### config.mk
export PLATFORM = sky130hd
export DESIGN_NAME = hexa7seg_leitor_flat
export DESIGN_NICKNAME = d
export VERILOG_FILES = /design/src/rtl/hexa7seg_leitor_pkg.sv /design/src/rtl/hexa7seg_leitor_if.sv /design/src/rtl/hexa7seg_tabela.sv /design/src/rtl/hexa7seg_leitor.sv /design/src/flat_wrapper.sv
export SDC_FILE = /design/constraint.sdc
export NUM_CORES = 1
export LEC_CHECK = 0
export CAP_MARGIN = 30
export CORE_ASPECT_RATIO = 0.6
export CORE_MARGIN = 4
export CORE_UTILIZATION = 56
export CTS_CLUSTER_DIAMETER = 50
export DETAILED_ROUTE_END_ITERATION = 8
export MAX_ROUTING_LAYER = met4
export PLACE_DENSITY_LB_ADDON = 0.1
export SLEW_MARGIN = 20
export SYNTH_ARGS = -nofsm -noshare
export SYNTH_HDL_FRONTEND = slang
export SYNTH_SLANG_ARGS = --single-unit
### constraint.sdc
create_clock -name clock -period 2.9 [get_ports clock]
set_clock_uncertainty 0.15 [all_clocks]
set_input_delay 0.725 -clock clock [delete_from_list [all_inputs] [get_ports clock]]
set_output_delay 0.725 -clock clock [all_outputs]
set_load 0.01 [all_outputs]
### src/rtl/hexa7seg_leitor_pkg.sv
// rtl/hexa7seg_leitor_pkg.sv - seven-segment pattern constants, tipo and FSM encodings
// Shared by the reader and the hexa7seg display drivers so both agree on every glyph.
package hexa7seg_leitor_pkg;

   // Active-low, bit0=a .. bit5=f, bit6=g
   localparam logic [6:0] SEG_0       = 7'b1000000;
   localparam logic [6:0] SEG_1       = 7'b1111001;
   localparam logic [6:0] SEG_2       = 7'b0100100;
   localparam logic [6:0] SEG_3       = 7'b0110000;
   localparam logic [6:0] SEG_4       = 7'b0011001;
   localparam logic [6:0] SEG_5       = 7'b0010010;
   localparam logic [6:0] SEG_6       = 7'b0000010;
   localparam logic [6:0] SEG_7       = 7'b1111000;
   localparam logic [6:0] SEG_8       = 7'b0000000;
   localparam logic [6:0] SEG_9       = 7'b0010000;
   localparam logic [6:0] SEG_A       = 7'b0001000;
   localparam logic [6:0] SEG_B       = 7'b0000011;
   localparam logic [6:0] SEG_C       = 7'b1000110;
   localparam logic [6:0] SEG_D       = 7'b0100001;
   localparam logic [6:0] SEG_E       = 7'b0000110;
   localparam logic [6:0] SEG_F       = 7'b0001110;
   localparam logic [6:0] SEG_J       = 7'b1100001;
   localparam logic [6:0] SEG_TRACO   = 7'b0111111;
   localparam logic [6:0] SEG_APAGADO = 7'b1111111;

   typedef enum logic [1:0] {
      TIPO_HEX     = 2'b00,
      TIPO_J       = 2'b01,
      TIPO_TRACO   = 2'b10,
      TIPO_APAGADO = 2'b11
   } tipo_t;

   typedef enum logic [1:0] {
      OCIOSO,
      ESTABILIZANDO,
      ACEITO,
      INVALIDO
   } estado_t;

   function automatic logic [6:0] hex_para_seg(input logic [3:0] v);
      case (v)
         4'h0: return SEG_0;
         4'h1: return SEG_1;
         4'h2: return SEG_2;
         4'h3: return SEG_3;
         4'h4: return SEG_4;
         4'h5: return SEG_5;
         4'h6: return SEG_6;
         4'h7: return SEG_7;
         4'h8: return SEG_8;
         4'h9: return SEG_9;
         4'hA: return SEG_A;
         4'hB: return SEG_B;
         4'hC: return SEG_C;
         4'hD: return SEG_D;
         4'hE: return SEG_E;
         default: return SEG_F;
      endcase
   endfunction

endpackage

### src/rtl/hexa7seg_leitor_if.sv
// rtl/hexa7seg_leitor_if.sv - sampling inputs and decoded outputs of the seven-segment reader
// The master drives habilita/seg and observes the decode; the slave is the reader itself.
interface hexa7seg_leitor_if;
   import hexa7seg_leitor_pkg::*;

   logic       habilita;
   logic [6:0] seg;
   logic [3:0] valor;
   tipo_t      tipo;
   logic       valido;
   logic       erro;
   logic       novo;

   modport master (
      output habilita, seg,
      input  valor, tipo, valido, erro, novo
   );

   modport slave (
      input  habilita, seg,
      output valor, tipo, valido, erro, novo
   );

endinterface

### src/rtl/hexa7seg_tabela.sv
// rtl/hexa7seg_tabela.sv - combinational lookup from a segment pattern to {reconhecido, tipo, valor}
// J, dash and blank report valor=0; any other code is unrecognized.
module hexa7seg_tabela
   import hexa7seg_leitor_pkg::*;
(
   input  logic [6:0] i_seg,
   output logic       o_reconhecido,
   output tipo_t      o_tipo,
   output logic [3:0] o_valor
);

   always_comb begin
      o_reconhecido = 1'b1;
      o_tipo        = TIPO_HEX;
      o_valor       = 4'h0;
      case (i_seg)
         SEG_0:       o_valor = 4'h0;
         SEG_1:       o_valor = 4'h1;
         SEG_2:       o_valor = 4'h2;
         SEG_3:       o_valor = 4'h3;
         SEG_4:       o_valor = 4'h4;
         SEG_5:       o_valor = 4'h5;
         SEG_6:       o_valor = 4'h6;
         SEG_7:       o_valor = 4'h7;
         SEG_8:       o_valor = 4'h8;
         SEG_9:       o_valor = 4'h9;
         SEG_A:       o_valor = 4'hA;
         SEG_B:       o_valor = 4'hB;
         SEG_C:       o_valor = 4'hC;
         SEG_D:       o_valor = 4'hD;
         SEG_E:       o_valor = 4'hE;
         SEG_F:       o_valor = 4'hF;
         SEG_J:       o_tipo  = TIPO_J;
         SEG_TRACO:   o_tipo  = TIPO_TRACO;
         SEG_APAGADO: o_tipo  = TIPO_APAGADO;
         default:     o_reconhecido = 1'b0;
      endcase
   end

endmodule

### src/rtl/hexa7seg_leitor.sv
// rtl/hexa7seg_leitor.sv - debounced seven-segment pattern reader
// A pattern is accepted after ESTAVEL consecutive identical enabled samples.
module hexa7seg_leitor
   import hexa7seg_leitor_pkg::*;
#(
   parameter int ESTAVEL = 4
)(
   input  logic               clock,
   input  logic               reset,
   hexa7seg_leitor_if.slave   bus
);

   localparam logic [3:0] LP_ESTAVEL = 4'(ESTAVEL);

   logic [6:0] r_amostra;
   logic [6:0] r_candidato;
   logic [6:0] r_aceito;
   logic [3:0] r_contador;
   estado_t    r_estado;
   logic [3:0] r_valor;
   tipo_t      r_tipo;
   logic       r_valido;
   logic       r_erro;
   logic       r_novo;

   logic       w_reconhecido;
   tipo_t      w_tipo;
   logic [3:0] w_valor;
   logic       w_igual;
   logic [3:0] w_cont_prox;
   logic       w_decide;

   hexa7seg_tabela u_tabela (
      .i_seg         (r_amostra),
      .o_reconhecido (w_reconhecido),
      .o_tipo        (w_tipo),
      .o_valor       (w_valor)
   );

   // A reload counts as the first stable sample, so ESTAVEL=1 decides on the reload itself
   always_comb begin
      w_igual     = (r_amostra == r_candidato);
      w_cont_prox = 4'd1;
      if (w_igual)
         w_cont_prox = (r_contador >= LP_ESTAVEL) ? LP_ESTAVEL : r_contador + 4'd1;
      w_decide = 1'b0;
      if (bus.habilita) begin
         if (r_estado == ESTABILIZANDO)
            w_decide = (w_cont_prox == LP_ESTAVEL);
         else if (r_estado == ACEITO || r_estado == INVALIDO)
            w_decide = !w_igual && (LP_ESTAVEL == 4'd1);
      end
   end

   always_ff @(posedge clock or posedge reset) begin
      if (reset) begin
         r_amostra   <= SEG_APAGADO;
         r_candidato <= SEG_APAGADO;
         r_aceito    <= SEG_APAGADO;
         r_contador  <= 4'd0;
         r_estado    <= OCIOSO;
         r_valor     <= 4'h0;
         r_tipo      <= TIPO_APAGADO;
         r_valido    <= 1'b0;
         r_erro      <= 1'b0;
         r_novo      <= 1'b0;
      end else begin
         r_novo <= 1'b0;
         if (bus.habilita) begin
            r_amostra <= bus.seg;
            case (r_estado)
               OCIOSO: begin
                  r_candidato <= r_amostra;
                  r_contador  <= 4'd1;
                  r_estado    <= ESTABILIZANDO;
               end
               ESTABILIZANDO: begin
                  r_candidato <= r_amostra;
                  r_contador  <= w_cont_prox;
               end
               ACEITO, INVALIDO: begin
                  if (!w_igual) begin
                     r_candidato <= r_amostra;
                     r_contador  <= 4'd1;
                     r_estado    <= ESTABILIZANDO;
                  end
               end
               default: r_estado <= OCIOSO;
            endcase
            if (w_decide) begin
               if (w_reconhecido) begin
                  r_estado <= ACEITO;
                  r_valor  <= w_valor;
                  r_tipo   <= w_tipo;
                  r_valido <= 1'b1;
                  r_erro   <= 1'b0;
                  r_aceito <= r_amostra;
                  // Settling back onto the pattern already shown is not news
                  r_novo   <= !(r_valido && (r_amostra == r_aceito));
               end else begin
                  r_estado <= INVALIDO;
                  r_valido <= 1'b0;
                  r_erro   <= 1'b1;
               end
            end
         end
      end
   end

   assign bus.valor  = r_valor;
   assign bus.tipo   = r_tipo;
   assign bus.valido = r_valido;
   assign bus.erro   = r_erro;
   assign bus.novo   = r_novo;

endmodule

### src/flat_wrapper.sv
// flat-port wrapper written by rule: the top's interface ports become plain ports
module hexa7seg_leitor_flat import hexa7seg_leitor_pkg::*;
#(
   parameter int ESTAVEL = 4
)
  (clock, reset, bus_habilita, bus_seg, bus_valor, bus_tipo, bus_valido, bus_erro, bus_novo);
  hexa7seg_leitor_if bus_i ();
  input  logic clock;
  input  logic reset;
  input wire logic [$bits(bus_i.habilita)-1:0] bus_habilita;
  input wire logic [$bits(bus_i.seg)-1:0] bus_seg;
  output wire logic [$bits(bus_i.valor)-1:0] bus_valor;
  output wire logic [$bits(bus_i.tipo)-1:0] bus_tipo;
  output wire logic [$bits(bus_i.valido)-1:0] bus_valido;
  output wire logic [$bits(bus_i.erro)-1:0] bus_erro;
  output wire logic [$bits(bus_i.novo)-1:0] bus_novo;
  assign bus_i.habilita = bus_habilita;
  assign bus_i.seg = bus_seg;
  assign bus_valor = bus_i.valor;
  assign bus_tipo = bus_i.tipo;
  assign bus_valido = bus_i.valido;
  assign bus_erro = bus_i.erro;
  assign bus_novo = bus_i.novo;
  hexa7seg_leitor #(.ESTAVEL(ESTAVEL)) u_core (.clock(clock), .reset(reset), .bus(bus_i));
endmodule
==> impl_metrics.env <==
export IMPL_most_common_layout_cells="23 x dfstp_2, 18 x clkdlybuf4s50_1, 13 x mux2_2, 13 x dfrtp_1, 9 x nand2_1"
export IMPL_crit_start="u_core.r_amostra[0]"
export IMPL_initial_utilization_pct=59.8
export IMPL_dp_hpwl_mm=3.04
export IMPL_hp_start="u_core.r_estado[0]"
export IMPL_syn_area_per_cell_um2=11.5
export IMPL_port_buffers=18
export IMPL_firstDrtPassIters=5
export IMPL_setup_viol=0
export IMPL_synthesis_area_um2=2000
export IMPL_fin_ws_ns=0.308
export IMPL_relSlewSlack_pct=71.1
export IMPL_netlist_instances=174
export IMPL_ant_nets=0
export IMPL_vias_per_cell=5.93
export IMPL_crit_fanout=17
export IMPL_grt_pass1_vias=1453
export IMPL_grt_total_usage_pct=21.1
export IMPL_nFillCells=229
export IMPL_num_antenna_cells=0
export IMPL_area_delta_synth_final_pct=16.2
export IMPL_clkTransAtPathRegs_ns=0.07
export IMPL_yosys_warnings=0
export IMPL_reg2reg_from="u_core.r_amostra[0]"
export IMPL_synth_fp_nets=185
export IMPL_drc=0
export IMPL_final_common_cell="dfstp_2"
export IMPL_cts_sinks=36
export IMPL_core_um2=3340
export IMPL_dieWidth_um=85.2
export IMPL_cts_resized=0
export IMPL_required_ns=2.92
export IMPL_synth_cell_types=47
export IMPL_cp_end_kind="flop"
export IMPL_crit_type="reg -> reg"
export IMPL_slew_viol_final=0
export IMPL_drv_cap=0
export IMPL_powerDensity_nw_per_um2=514
export IMPL_wire_per_inst_um=17.7
export IMPL_critPathLaunchType="flop"
export IMPL_cts_tree="done"
export IMPL_seq_area_frac_synth_pct=46.5
export IMPL_drive_above_1_share_pct=33.2
export IMPL_cts_hold_buf=0
export IMPL_period_share_pct=89.4
export IMPL_p_leak_nw=0.984
export IMPL_cts_made_buffers=5
export IMPL_ys_ff_latch=36
export IMPL_arrival_ns=2.61
export IMPL_vias=1411
export IMPL_rsz0062_at_grt="no"
export IMPL_synthArstFlopShare_pct=100
export IMPL_drt_iter0_markers=86
export IMPL_cts_htree_levels=2
export IMPL_worst_slew_pin_slew_ns=0.430
export IMPL_clkLatencyLatePin_ns=0.29
export IMPL_period_needed_ns=2.59
export IMPL_row_count=16
export IMPL_synth_ff_type="dfstp_2"
export IMPL_layout_nets=203
export IMPL_pin_count=19
export IMPL_finalHoldViolCount=0
export IMPL_die_area_um2=4620
export IMPL_postCtsSetupBuffers=0
export IMPL_gr_total_overflow=0
export IMPL_ir_drop_uv=434
export IMPL_cts_root_buf="clkbuf_8"
export IMPL_die_height_um=54.3
export IMPL_globalplace_congestion=0.892
export IMPL_drt_total_wl_mm=4.20
export IMPL_grt_pass1_wl_mm=7.13
export IMPL_fin_setup_tns_ns=0
export IMPL_outcome="finished, final reports clean"
export IMPL_hold_path_class="reg -> reg"
export IMPL_antenna_found_initial=0
export IMPL_cts_path_max_buffers=2
export IMPL_grt_max_degree=37
export IMPL_fmax_mhz=386
export IMPL_synth_enable_flop_cells=0
export IMPL_dp_slack_ns=0.304
==> critical path, stage by stage, from the launching register on <==
cell and delay [ns]:
dfstp_2 0.74, and3b_1 0.22, a32oi_1 0.23, o21ai_1 0.23
o31ai_4 0.27, buf_4 0.29, mux2_1 0.35
==> final cells by class <==
type / count / area, um2 / area share, %
flip-flops and latches: 36 / 930 / 40.0
well taps: 45 / 56.3 / 2.42
repair buffers: 23 / 218 / 9.36
inverters: 5 / 18.8 / 0.807
clock buffers: 5 / 68.8 / 2.96
clock inverters: 3 / 42.5 / 1.83
multi-input cells: 121 / 991 / 42.6
==> kinds of logic (layout without fill, tap and decap cells) <==
family | after synthesis | count (layout) | synth area share (%)
AO/OA/AOI/OAI | 27 | 27 | 10.6
XOR/XNOR | 16 | 16 | 7.00
adder cells (fa/ha/maj) | 1 | 1 | 0.625
buffers and inverters | 17 | 36 | 4.00
flip-flops | 36 | 36 | 46.5
multiplexers | 28 | 28 | 17.2
AND/OR/NAND/NOR | 49 | 49 | 14.1
==> through the flow <==
stage	hold WS, ns	power, mW	instances	cell area [um2]	util (%)
finish	0.340	1.19	238	2320	69.5
global route	0.350	1.26	238	2320	69.5
CTS	0.340	1.20	238	2320	69.5
detailed placement	0.322	0.768	230	2210	66.2
global placement	0.324	0.759	230	2210	66.2
floorplan	0.306	0.717	174	2000	-
==> final timing paths <==
check / endpoint / slack (ns) / cells past startpoint
hold reg to reg: u_core.r_estado[0] / 0.34 / 1
setup / recovery: u_core.bus.valor[2] / 0.31 / 6
min in group asynchronous: u_core.r_estado[1] / 0.68 / 3
max in group asynchronous: u_core.r_amostra[0] / 1.58 / 3
hold / removal: u_core.r_estado[0] / 0.34 / 1
setup reg to reg: u_core.bus.valor[2] / 0.31 / 6
==> routing by layer <==
| layer | wire (um) | part of all wire [%] | GRT usage (%) |
|---|---|---|---|
| met1 | 2010 | 48 | 28.0 |
| met2 | 1840 | 44 | 31.6 |
| met3 | 314 | 7.5 | 6.02 |
| met4 | 46 | 1.1 | 7.11 |
| met5 | 0 | 0 | - |
==> cell usage after synthesis (all sizes together), types with 4 or more instances <==
library cell | count | share of area, %
xnor2 | 8 | 3.5
nand3 | 4 | 1.0
inv | 5 | 0.94
clkbuf | 9 | 1.7
dfstp | 23 | 30
dfrtp | 13 | 16
nand4 | 4 | 1.3
xor2 | 8 | 3.5
mux2 | 27 | 17
nand2 | 9 | 1.7
nor2 | 8 | 1.5
nor2b | 5 | 1.6
a21oi | 5 | 1.3
o21ai | 5 | 1.3
==> where the power goes <==
part | leakage (nW) | switching [mW] | total (mW) | internal (mW)
combinational | 0.524 | 0.0710 | 0.155 | 0.0845
clock | 0.0541 | 0.182 | 0.436 | 0.254
sequential | 0.406 | 0.0559 | 0.603 | 0.547
total | 0.984 | 0.309 | 1.19 | 0.886
==> registers in the layout (all words and copies together), names as in the netlist <==
signal and flops:
u_core.bus.erro 1, u_core.bus.novo 1, u_core.bus.valido 1, u_core.r_estado 2
u_core.bus.valor 4, u_core.r_contador 4, u_core.r_aceito 7, u_core.r_amostra 7
u_core.bus.tipo 2, u_core.r_candidato 7
Power figures use the tool's default switching activity.
